[src/rtl/axi5_pkg.sv]
// Shared types and default widths for the AXI5 write responder and its address generator.
package axi5_pkg;

    localparam int AXI_ADDR_W    = 64;
    localparam int AXI_DATA_W    = 16;
    localparam int AXI_ID_W      = 8;
    localparam int AXI_MEM_BYTES = 256;

    typedef enum logic [1:0] {
        FIXED = 2'b00,
        INCR  = 2'b01,
        WRAP  = 2'b10,
        RSVD  = 2'b11
    } burst_e;

    typedef enum logic [1:0] {
        OKAY   = 2'b00,
        EXOKAY = 2'b01,
        SLVERR = 2'b10,
        DECERR = 2'b11
    } resp_e;

    typedef enum logic [1:0] {
        IDLE = 2'b00,
        DATA = 2'b01,
        RESP = 2'b10
    } state_e;

    function automatic logic wrap_len_ok(input logic [7:0] len);
        return (len == 8'd1) || (len == 8'd3) || (len == 8'd7) || (len == 8'd15);
    endfunction

endpackage

[src/rtl/axi5_slave_write_responder_if.sv]
// AW/W/B channel bundle between a write master and the subordinate write responder.
interface axi5_slave_write_responder_if
    import axi5_pkg::*;
#(
    parameter int ADDR_W = AXI_ADDR_W,
    parameter int DATA_W = AXI_DATA_W,
    parameter int ID_W   = AXI_ID_W
);
    logic                  AWVALID;
    logic                  AWREADY;
    logic [ADDR_W-1:0]     AWADDR;
    logic [ID_W-1:0]       AWID;
    logic [7:0]            AWLEN;
    logic [2:0]            AWSIZE;
    logic [1:0]            AWBURST;
    logic                  WVALID;
    logic                  WREADY;
    logic [DATA_W-1:0]     WDATA;
    logic [DATA_W/8-1:0]   WSTRB;
    logic                  WLAST;
    logic                  BVALID;
    logic                  BREADY;
    logic [ID_W-1:0]       BID;
    logic [1:0]            BRESP;

    modport slave (
        input  AWVALID, AWADDR, AWID, AWLEN, AWSIZE, AWBURST,
        input  WVALID, WDATA, WSTRB, WLAST, BREADY,
        output AWREADY, WREADY, BVALID, BID, BRESP
    );

    modport master (
        output AWVALID, AWADDR, AWID, AWLEN, AWSIZE, AWBURST,
        output WVALID, WDATA, WSTRB, WLAST, BREADY,
        input  AWREADY, WREADY, BVALID, BID, BRESP
    );
endinterface

[src/rtl/axi5_burst_addr_gen.sv]
// Combinational next-beat address for FIXED/INCR/WRAP bursts; shared by read and write responders.
module axi5_burst_addr_gen
    import axi5_pkg::*;
#(
    parameter int ADDR_W = AXI_ADDR_W
) (
    input  logic [ADDR_W-1:0] addr,
    input  logic [2:0]        size,
    input  logic [7:0]        len,
    input  burst_e            burst,
    output logic [ADDR_W-1:0] next_addr
);
    logic [ADDR_W-1:0] size_bytes;
    logic [ADDR_W-1:0] aligned;
    logic [ADDR_W-1:0] wrap_mask;

    always_comb begin
        size_bytes = ADDR_W'(1) << size;
        aligned    = addr & ~(size_bytes - ADDR_W'(1));
        wrap_mask  = ((ADDR_W'(len) + ADDR_W'(1)) << size) - ADDR_W'(1);
        next_addr  = addr;
        case (burst)
            INCR:    next_addr = aligned + size_bytes;
            // keep the bits above the wrap window, increment only inside it
            WRAP:    next_addr = (addr & ~wrap_mask) | ((aligned + size_bytes) & wrap_mask);
            default: next_addr = addr;
        endcase
    end
endmodule

[src/rtl/axi5_slave_write_responder.sv]
// AXI5 subordinate write path: one burst at a time into a byte memory, B response with sticky errors.
// state | meaning
// IDLE  | AWREADY high, waiting for a write address
// DATA  | WREADY high, consuming AWLEN+1 beats
// RESP  | BVALID high, holding BID/BRESP until BREADY
module axi5_slave_write_responder
    import axi5_pkg::*;
#(
    parameter int ADDR_W    = AXI_ADDR_W,
    parameter int DATA_W    = AXI_DATA_W,
    parameter int ID_W      = AXI_ID_W,
    parameter int MEM_BYTES = AXI_MEM_BYTES
) (
    input  logic                         clk,
    input  logic                         ARESET,
    axi5_slave_write_responder_if.slave  bus,
    input  logic [$clog2(MEM_BYTES)-1:0] dbg_addr,
    output logic [7:0]                   dbg_rdata
);
    localparam int LANES     = DATA_W / 8;
    localparam int LANE_LOG2 = $clog2(LANES);
    localparam int MEM_AW    = $clog2(MEM_BYTES);

    state_e            state, state_nxt;
    logic [ID_W-1:0]   id_q;
    logic [ADDR_W-1:0] addr_q;
    logic [7:0]        len_q;
    logic [2:0]        size_q;
    burst_e            burst_q;
    logic [8:0]        beat_q;
    logic              slverr_q, decerr_q, illegal_q;

    logic              aw_hs, w_hs, last_beat, beat_oob, aw_illegal;
    logic [ADDR_W-1:0] next_addr;
    logic [ADDR_W-1:0] size_bytes, size_end, bus_base;
    logic [ADDR_W-1:0] lane_addr [LANES];
    logic [MEM_AW-1:0] lane_idx  [LANES];
    logic [LANES-1:0]  wr_en;
    logic [7:0]        mem [MEM_BYTES];

    assign aw_hs     = bus.AWVALID & bus.AWREADY;
    assign w_hs      = bus.WVALID & bus.WREADY;
    assign last_beat = (beat_q == {1'b0, len_q});
    assign beat_oob  = (addr_q >= ADDR_W'(MEM_BYTES));

    always_comb begin
        aw_illegal = 1'b0;
        if (bus.AWSIZE > 3'(LANE_LOG2))
            aw_illegal = 1'b1;
        if (burst_e'(bus.AWBURST) == RSVD)
            aw_illegal = 1'b1;
        if (burst_e'(bus.AWBURST) == WRAP) begin
            if (!wrap_len_ok(bus.AWLEN))
                aw_illegal = 1'b1;
            if ((bus.AWADDR & ((ADDR_W'(1) << bus.AWSIZE) - ADDR_W'(1))) != '0)
                aw_illegal = 1'b1;
        end
    end

    axi5_burst_addr_gen #(.ADDR_W(ADDR_W)) u_addr_gen (
        .addr      (addr_q),
        .size      (size_q),
        .len       (len_q),
        .burst     (burst_q),
        .next_addr (next_addr)
    );

    // A lane is live only between the beat address and the end of its size-aligned container.
    always_comb begin
        size_bytes = ADDR_W'(1) << size_q;
        size_end   = (addr_q & ~(size_bytes - ADDR_W'(1))) + size_bytes;
        bus_base   = addr_q & ~ADDR_W'(LANES - 1);
        wr_en      = '0;
        for (int i = 0; i < LANES; i++) begin
            lane_addr[i] = bus_base + ADDR_W'(i);
            lane_idx[i]  = lane_addr[i][MEM_AW-1:0];
            wr_en[i]     = w_hs & ~illegal_q & ~beat_oob & bus.WSTRB[i]
                         & (lane_addr[i] >= addr_q) & (lane_addr[i] < size_end);
        end
    end

    always_ff @(posedge clk) begin
        for (int i = 0; i < LANES; i++) begin
            if (wr_en[i])
                mem[lane_idx[i]] <= bus.WDATA[8*i +: 8];
        end
    end

    assign dbg_rdata = mem[dbg_addr];

    always_ff @(posedge clk or posedge ARESET) begin
        if (ARESET) begin
            id_q      <= '0;
            addr_q    <= '0;
            len_q     <= '0;
            size_q    <= '0;
            burst_q   <= FIXED;
            beat_q    <= '0;
            slverr_q  <= 1'b0;
            decerr_q  <= 1'b0;
            illegal_q <= 1'b0;
        end else if (aw_hs) begin
            id_q      <= bus.AWID;
            addr_q    <= bus.AWADDR;
            len_q     <= bus.AWLEN;
            size_q    <= bus.AWSIZE;
            burst_q   <= burst_e'(bus.AWBURST);
            beat_q    <= '0;
            slverr_q  <= aw_illegal;
            decerr_q  <= 1'b0;
            illegal_q <= aw_illegal;
        end else if (w_hs) begin
            beat_q <= beat_q + 9'd1;
            addr_q <= next_addr;
            if (bus.WLAST != last_beat)
                slverr_q <= 1'b1;
            if (beat_oob)
                decerr_q <= 1'b1;
        end
    end

    always_ff @(posedge clk or posedge ARESET) begin
        if (ARESET)
            state <= IDLE;
        else
            state <= state_nxt;
    end

    always_comb begin
        state_nxt = state;
        case (state)
            IDLE:    if (aw_hs) state_nxt = DATA;
            DATA:    if (w_hs && last_beat) state_nxt = RESP;
            RESP:    if (bus.BREADY) state_nxt = IDLE;
            default: state_nxt = IDLE;
        endcase
    end

    always_comb begin
        bus.AWREADY = (state == IDLE);
        bus.WREADY  = (state == DATA);
        bus.BVALID  = (state == RESP);
        bus.BID     = id_q;
        bus.BRESP   = decerr_q ? DECERR : (slverr_q ? SLVERR : OKAY);
    end
endmodule

[src/flat_wrapper.sv]
// flat-port wrapper written by rule: the top's interface ports become plain ports
module axi5_slave_write_responder_flat import axi5_pkg::*;
#(
    parameter int ADDR_W    = AXI_ADDR_W,
    parameter int DATA_W    = AXI_DATA_W,
    parameter int ID_W      = AXI_ID_W,
    parameter int MEM_BYTES = AXI_MEM_BYTES
)
  (clk, ARESET, dbg_addr, dbg_rdata, bus_AWVALID, bus_AWADDR, bus_AWID, bus_AWLEN, bus_AWSIZE, bus_AWBURST, bus_WVALID, bus_WDATA, bus_WSTRB, bus_WLAST, bus_BREADY, bus_AWREADY, bus_WREADY, bus_BVALID, bus_BID, bus_BRESP);
  axi5_slave_write_responder_if #(.ADDR_W(ADDR_W), .DATA_W(DATA_W), .ID_W(ID_W)) bus_i ();
  input  logic clk;
  input  logic ARESET;
  input  logic [$clog2(MEM_BYTES)-1:0] dbg_addr;
  output logic [7:0] dbg_rdata;
  input wire logic [$bits(bus_i.AWVALID)-1:0] bus_AWVALID;
  input wire logic [$bits(bus_i.AWADDR)-1:0] bus_AWADDR;
  input wire logic [$bits(bus_i.AWID)-1:0] bus_AWID;
  input wire logic [$bits(bus_i.AWLEN)-1:0] bus_AWLEN;
  input wire logic [$bits(bus_i.AWSIZE)-1:0] bus_AWSIZE;
  input wire logic [$bits(bus_i.AWBURST)-1:0] bus_AWBURST;
  input wire logic [$bits(bus_i.WVALID)-1:0] bus_WVALID;
  input wire logic [$bits(bus_i.WDATA)-1:0] bus_WDATA;
  input wire logic [$bits(bus_i.WSTRB)-1:0] bus_WSTRB;
  input wire logic [$bits(bus_i.WLAST)-1:0] bus_WLAST;
  input wire logic [$bits(bus_i.BREADY)-1:0] bus_BREADY;
  output wire logic [$bits(bus_i.AWREADY)-1:0] bus_AWREADY;
  output wire logic [$bits(bus_i.WREADY)-1:0] bus_WREADY;
  output wire logic [$bits(bus_i.BVALID)-1:0] bus_BVALID;
  output wire logic [$bits(bus_i.BID)-1:0] bus_BID;
  output wire logic [$bits(bus_i.BRESP)-1:0] bus_BRESP;
  assign bus_i.AWVALID = bus_AWVALID;
  assign bus_i.AWADDR = bus_AWADDR;
  assign bus_i.AWID = bus_AWID;
  assign bus_i.AWLEN = bus_AWLEN;
  assign bus_i.AWSIZE = bus_AWSIZE;
  assign bus_i.AWBURST = bus_AWBURST;
  assign bus_i.WVALID = bus_WVALID;
  assign bus_i.WDATA = bus_WDATA;
  assign bus_i.WSTRB = bus_WSTRB;
  assign bus_i.WLAST = bus_WLAST;
  assign bus_i.BREADY = bus_BREADY;
  assign bus_AWREADY = bus_i.AWREADY;
  assign bus_WREADY = bus_i.WREADY;
  assign bus_BVALID = bus_i.BVALID;
  assign bus_BID = bus_i.BID;
  assign bus_BRESP = bus_i.BRESP;
  axi5_slave_write_responder #(.ADDR_W(ADDR_W), .DATA_W(DATA_W), .ID_W(ID_W), .MEM_BYTES(MEM_BYTES)) u_core (.clk(clk), .ARESET(ARESET), .bus(bus_i), .dbg_addr(dbg_addr), .dbg_rdata(dbg_rdata));
endmodule
[config.mk]
export PLATFORM = sky130hd
export DESIGN_NAME = axi5_slave_write_responder_flat
export DESIGN_NICKNAME = d
export VERILOG_FILES = /design/src/rtl/axi5_pkg.sv /design/src/rtl/axi5_slave_write_responder_if.sv /design/src/rtl/axi5_burst_addr_gen.sv /design/src/rtl/axi5_slave_write_responder.sv /design/src/flat_wrapper.sv
export SDC_FILE = /design/constraint.sdc
export NUM_CORES = 2
export LEC_CHECK = 0
export BUFFER_PORTS_ARGS = -buffer_cell sky130_fd_sc_hd__buf_4
export CORE_MARGIN = 2
export CORE_UTILIZATION = 45
export CTS_CLUSTER_DIAMETER = 100
export DETAILED_ROUTE_END_ITERATION = 8
export GPL_TIMING_DRIVEN = 1
export PLACE_DENSITY = 0.59
export SLEW_MARGIN = 20
export SYNTH_ARGS = -nofsm -noshare
export SYNTH_HDL_FRONTEND = slang
export SYNTH_SLANG_ARGS = --single-unit
[constraint.sdc]
create_clock -name clk -period 9.1 [get_ports clk]
set_input_delay 1.365 -clock clk [delete_from_list [all_inputs] [get_ports clk]]
set_output_delay 1.365 -clock clk [all_outputs]
set_load 0.05 [all_outputs]
* Word level (Yosys, flattened, before mapping)
Memories as Yosys holds them, arrays and structs flattened.
Index checks and enable logic that the tools add are counted.
** Storage, ports and cells
- RAM bits :: 2048
- Output and inout port bits :: 21
- Register bits after elaboration :: 99
- Memories kept :: 1
** Operators by class
- Equality and inequality tests :: 15
- $add $sub $neg :: 7
- Bitwise logic cells :: 19
- Mux-type cells :: 26
- Reduce and logical (&&, ||, !) cells :: 14
- Magnitude comparators :: 6
- Shift operators :: 3
** Memory list
- u_core.mem :: words 256, width 8, read ports 1, clocked after Yosys merged registers in 0, write ports 2, line axi5_slave_write_responder.sv:39 : logic [7:0] mem [MEM_BYTES];
** Operators with widths (count)
- 64-bit bitwise AND :: 4
- 64-bit by 1-bit subtractor with 64-bit output, second input constant :: 3
- 64-bit greater-or-equal comparator :: 2
- 64-bit < comparator :: 2
- 64-bit 2-to-1 mux :: 2
- 64-bit NOT :: 2
- 64-bit case mux with 2 select lines :: 1
- 1-bit by 3-bit left shift with 64-bit output, first input constant :: 2
- 64-bit by 1-bit adder with 64-bit output, second input constant :: 1
- 64-bit adder :: 1
- 64-bit by 9-bit greater-or-equal comparator with 1-bit output, second input constant :: 1
- 64-bit bitwise OR :: 1
- 64-bit nonzero test :: 1
- 9-bit by 3-bit left shift with 64-bit output :: 1
- 9-bit 2-to-1 mux :: 2
- 1-bit 2-to-1 mux :: 15
- 1-bit bitwise AND :: 10
- 2-bit 2-to-1 mux :: 5
- 8-bit by 1-bit adder with 9-bit output, second input constant :: 1
- 9-bit by 1-bit adder with 9-bit output, second input constant :: 1
- 9-bit by 8-bit equality test with 1-bit output :: 1
- 2-bit equality test, second input constant :: 4
- 8-bit by 1-bit equality test with 1-bit output, second input constant :: 1
- 8-bit by 2-bit equality test with 1-bit output, second input constant :: 1
- other kinds (15) :: 25

* Longest topological paths before layout
- Word-level depth :: 10
- Gate-level depth with buffers :: 28
- Mapped depth without buffers :: 23

* Modules after synthesis
A second synthesis with hierarchy kept.
** Second synthesis, totals
- Cells, all modules :: 5366
- Area total of the unflattened synthesis :: 92640.1 µm²
** By module, submodules not included
- axi5_slave_write_responder :: area each 88497.4 µm², cells an instance 4662, instances 1
- axi5_burst_addr_gen :: area each 4142.7 µm², cells an instance 704, instances 1

* Least setup slack after synthesis
OpenSTA, ideal clock, no wires.
- Path type :: register to register
- Start :: reg u_core.size_q[0]
- End :: mem u_core.mem[109][0], enable pin
- Data arrival time :: 6.221 ns
- Period minus slack after synthesis :: 6.591 ns
- Buffers on the path :: 5
- Library setup time :: 0.370 ns
- Path slack :: 2.509 ns
- Required time :: 8.730 ns
- Cell stages (with the launch flop) :: 29
- Cell sequence :: dfrtp_1 buf_4 buf_6 buf_6 nand2_1 nor2_1 inv_1 ha_1 and2_1 ha_1 o211ai_1 or2_1 nand2b_1 a211oi_4 nand2_1 nor3_1 xnor2_1 ha_1 a21o_1 a21o_1 a21oi_1 o21ai_1 nand3_1 a21oi_1 o31ai_2 buf_2 o2111ai_2 clkbuf_1 nor2_1
** RTL lines
- start, declared :: line axi5_slave_write_responder.sv:28 : logic [2:0] size_q;
- start signal, assigned :: line axi5_slave_write_responder.sv:106 : size_q <= bus.AWSIZE;
- end, declared :: line axi5_slave_write_responder.sv:39

==> impl_metrics.csv <==
group,metric,value,unit
flow_run,cap_violations,0,
pwr,swShare,28.30,%
sta,relSlewSlack,26.11,%
placed_design,placed_area,93270,sq um
synth,synth-seq-area-share,71.88,%
pwr,powerDensity,245.6,nW/um^2
finish,nets,4825,
cts,cts_resized,0,
placed_design,portBuffers,137,
sta,final_hold_viol_count,0,
floorplanning,die_w,448.7,microns
finish,multi_input_area,23840,sq um
cts,cts.clk_slew.worst_paths,0.06,ns
floorplanning,initial_core_util,45.18,%
pwr,leakagePower,0.03157,uW
sta,fin_setup_tns,0,ns
cts,clockRootBuffer,"clkbuf_16",
finish,drive_gt1_share,27.01,%
cts,cts_buffers,214,
route,viasPerCell,6.222,
placed_design,routabilityCongestion,0.8413,
synth,synth_edf_count,2048,
worst_setup_path,startpoint_type,"flip-flop",
synth,yosysUniqueCellTypes,105,
floorplanning,core-area,197000,sq um
sta,timing.fmax,0.1260,GHz
floorplanning,die_area,201400,sq um
worst_setup_path,crit_type,"reg2reg",
synth,synth.largest_area_cell,"edfxtp_1",
floorplanning,rows,163,
grt,grt.overflow.total,0,
worst_setup_path,required,9.56,ns
synth,yosys_warnings,0,
sta,period_share,87.22,%
route,drtIter0Drc,5925,
cts,clock_latency,0.86,ns
synth,avgSynthCellArea,19.99,sq um
finish,final-seq-area,63980,sq um
grt,grt_max_degree,92,
synth,synth_fp_nets,4645,
sta,setup_viol,0,
grt,grt_pass1_vias,46407,
route,num_vias,46425,
cts,post_cts_buffers,0,
finish,fill_cells,15709,
grt,antenna_found_initial,8,
synth,syn_inst,4452,
finish,syn_to_final_growth,12.70,%
grt,grt_usage,24.05,%
sta,min_period,7.937,ns
worst_setup_path,arrival,8.39,ns
route,drt-total-wl,243200,microns
pwr,seqPwrFrac,46.3,%
finish,final_core_util,50.91,%
pwr,intPower,17670,uW
synth,yosys-top-cells-area,"edfxtp_1, mux4_2, dfrtp_1",
finish,design_area,100300,sq um
pwr,ir_worst_vdd,0.1739,mV
placed_design,dp_hpwl,145200,microns
pwr,clockPowerShare,36.0,%
sta,final-max-slew-violation-count,0,
worst_setup_path,crit_fanout,13,
route,ant_nets,0,
worst_setup_path,critPathCaptureType,"flip-flop",
synth,ys_top_cells_by_count,"edfxtp_1, mux4_2, nor2_1",
cts,htree_levels,4,
run_status,run_status,"finished clean",
synth,synthMostInstantiatedCell,"edfxtp_1",
floorplanning,dieHeight,448.7,microns
hold_path,worstHoldPathType,"reg2reg",
cts,cts_hold_buf,0,
route,wl_per_cell,32.60,microns
synth,synth-seq-cells,2147,
grt,grt_pass1_wl,349900,microns
synth,ys_async_sr_fraction,4.611,%
synth,yosysTopAreaCellShare,69.10,%
cts,cts_buffer_depth,3,
synth,synth_area,89000,sq um
sta,skew,0.03872,ns
sta,rsz0062_at_grt,"false",
pwr,comb_power_share,17.7,%
cts,clock-sinks,2147,
synth,synth_ff_type,"edfxtp_1",
route,drt_first_pass_iters,6,
sta,worst_pin_slew,1.104,ns
floorplanning,ioPinCount,138,
worst_setup_path,r2r_slack,1.16,ns
cts,cts_tree,"done",
route,drc,0,
pwr,p_switching,6972,uW
==> critical path, stage by stage, from the launching register on <==
cell and delay [ns]:
dfrtp_1 0.34, inv_1 0.18, nor2_1 0.28, inv_1 0.08, ha_1 0.28, and2_1 0.16, ha_1 0.34, o211ai_1 0.13
or2_1 0.29, nand2b_1 0.31, a211oi_4 0.49, nand2_1 0.27, xor2_1 0.21, ha_1 0.30, a21o_1 0.18, a21o_1 0.17
a21o_1 0.17, a21o_1 0.17, a21o_1 0.17, a211oi_1 0.50, a2bb2oi_4 0.78, o2111ai_4 0.55, buf_4 0.41, nor2_1 0.77
==> routing by layer <==
metal | GRT usage, % | wire length (microns) | share of wire, % | vias to the layer above
met5 | 0 | 21 | 0.0086 | -
met4 | 5.777 | 5578 | 2.3 | 4
met3 | 3.544 | 18230 | 7.5 | 329
met2 | 37.56 | 114600 | 47 | 2158
met1 | 35.95 | 104800 | 43 | 25100
li1 | - | - | - | 18834
==> kinds of logic (layout without fill, tap and decap cells) <==
family | after synthesis | count (layout) | synth area share, %
flops | 2147 | 2147 | 71.88
simple gates | 780 | 780 | 4.090
mux | 692 | 692 | 17.36
compound gates | 361 | 361 | 3.184
buf+inv | 303 | 668 | 1.500
xor+xnor | 93 | 93 | 0.9152
fa+ha+maj | 76 | 76 | 1.068
other cells | 0 | 4 | 0
==> sequential cells by signal (all words and copies together) (netlist names), named ones only <==
register / cells
u_core.burst_q: 2
u_core.illegal_q: 1
u_core.mem: 2048
u_core.decerr_q: 1
u_core.beat_q: 9
u_core.size_q: 3
u_core.state: 2
u_core.slverr_q: 1
u_core.bus.BID: 8
u_core.len_q: 8
==> layout by cell type (no fill, tap or decap), types with 23 or more instances in the layout <==
master,Yosys,final
mux4_2,680,680
o21ai_0,52,52
bufinv_16,0,24
buf_4,8,188
clkinv_1,0,42
nor2_1,344,339
nor4_1,24,24
edfxtp_1,2048,2048
a21o_1,28,28
xor2_1,37,37
nand4_1,47,47
nand2_1,170,169
xnor2_1,56,56
a21oi_1,78,78
clkbuf_16,0,215
inv_1,44,43
nand3_1,44,43
clkinv_2,0,48
ha_1,76,76
dfrtp_1,99,99
nand2b_1,32,32
clkbuf_1,147,37
nor3_1,23,23
==> layout make-up <==
type                    instances  share of cell area (%)
diodes                          4                0.009979
clock inverters               149                   1.498
inverters                      44                  0.1671
repair buffers                223                   1.980
well taps                    2640                   3.293
multi-input cells            2002                   23.77
flip-flops and latches       2147                   63.78
clock buffers                 252                   5.502
==> through the flow <==
stage / cells / total power, uW / hold WS (ns) / worst slack [ns]
after floorplan: 4452 / 14490 / 0.4497 / 2.509
after global routing: 7458 / 25540 / 0.5088 / 0.7507
after global placement: 7051 / 15900 / 0.4596 / 1.184
after CTS: 7457 / 24750 / 0.4827 / 1.196
final: 7461 / 24640 / 0.4797 / 1.163
after detailed placement: 7056 / 15920 / 0.4675 / 1.230
==> power groups by stage <==
stage,clock network (uW),registers (uW),logic [uW]
final,8880,11400,4360
after global routing,9370,11400,4750
after CTS,9010,11400,4350
after detailed placement,0,11600,4330
after global placement,0,11600,4310
after floorplan,0,11500,3020
==> path summary, 6_finish.rpt <==
| check | startpoint | end | depth (start not counted) |
|---|---|---|---|
| min | u_core.bus.BID[4] | u_core.bus.BID[4] | 2 |
| min reg2reg | u_core.bus.BID[4] | u_core.bus.BID[4] | 2 |
| max | u_core.size_q[2] | u_core.mem[193][6] | 23 |
| max in group asynchronous | ARESET | u_core.beat_q[1] | 3 |
| min in group asynchronous | ARESET | asynchronous set/reset pin | 2 |
| max reg2reg | u_core.size_q[2] | u_core.mem[193][6] | 23 |
Power figures use the tool's default switching activity.
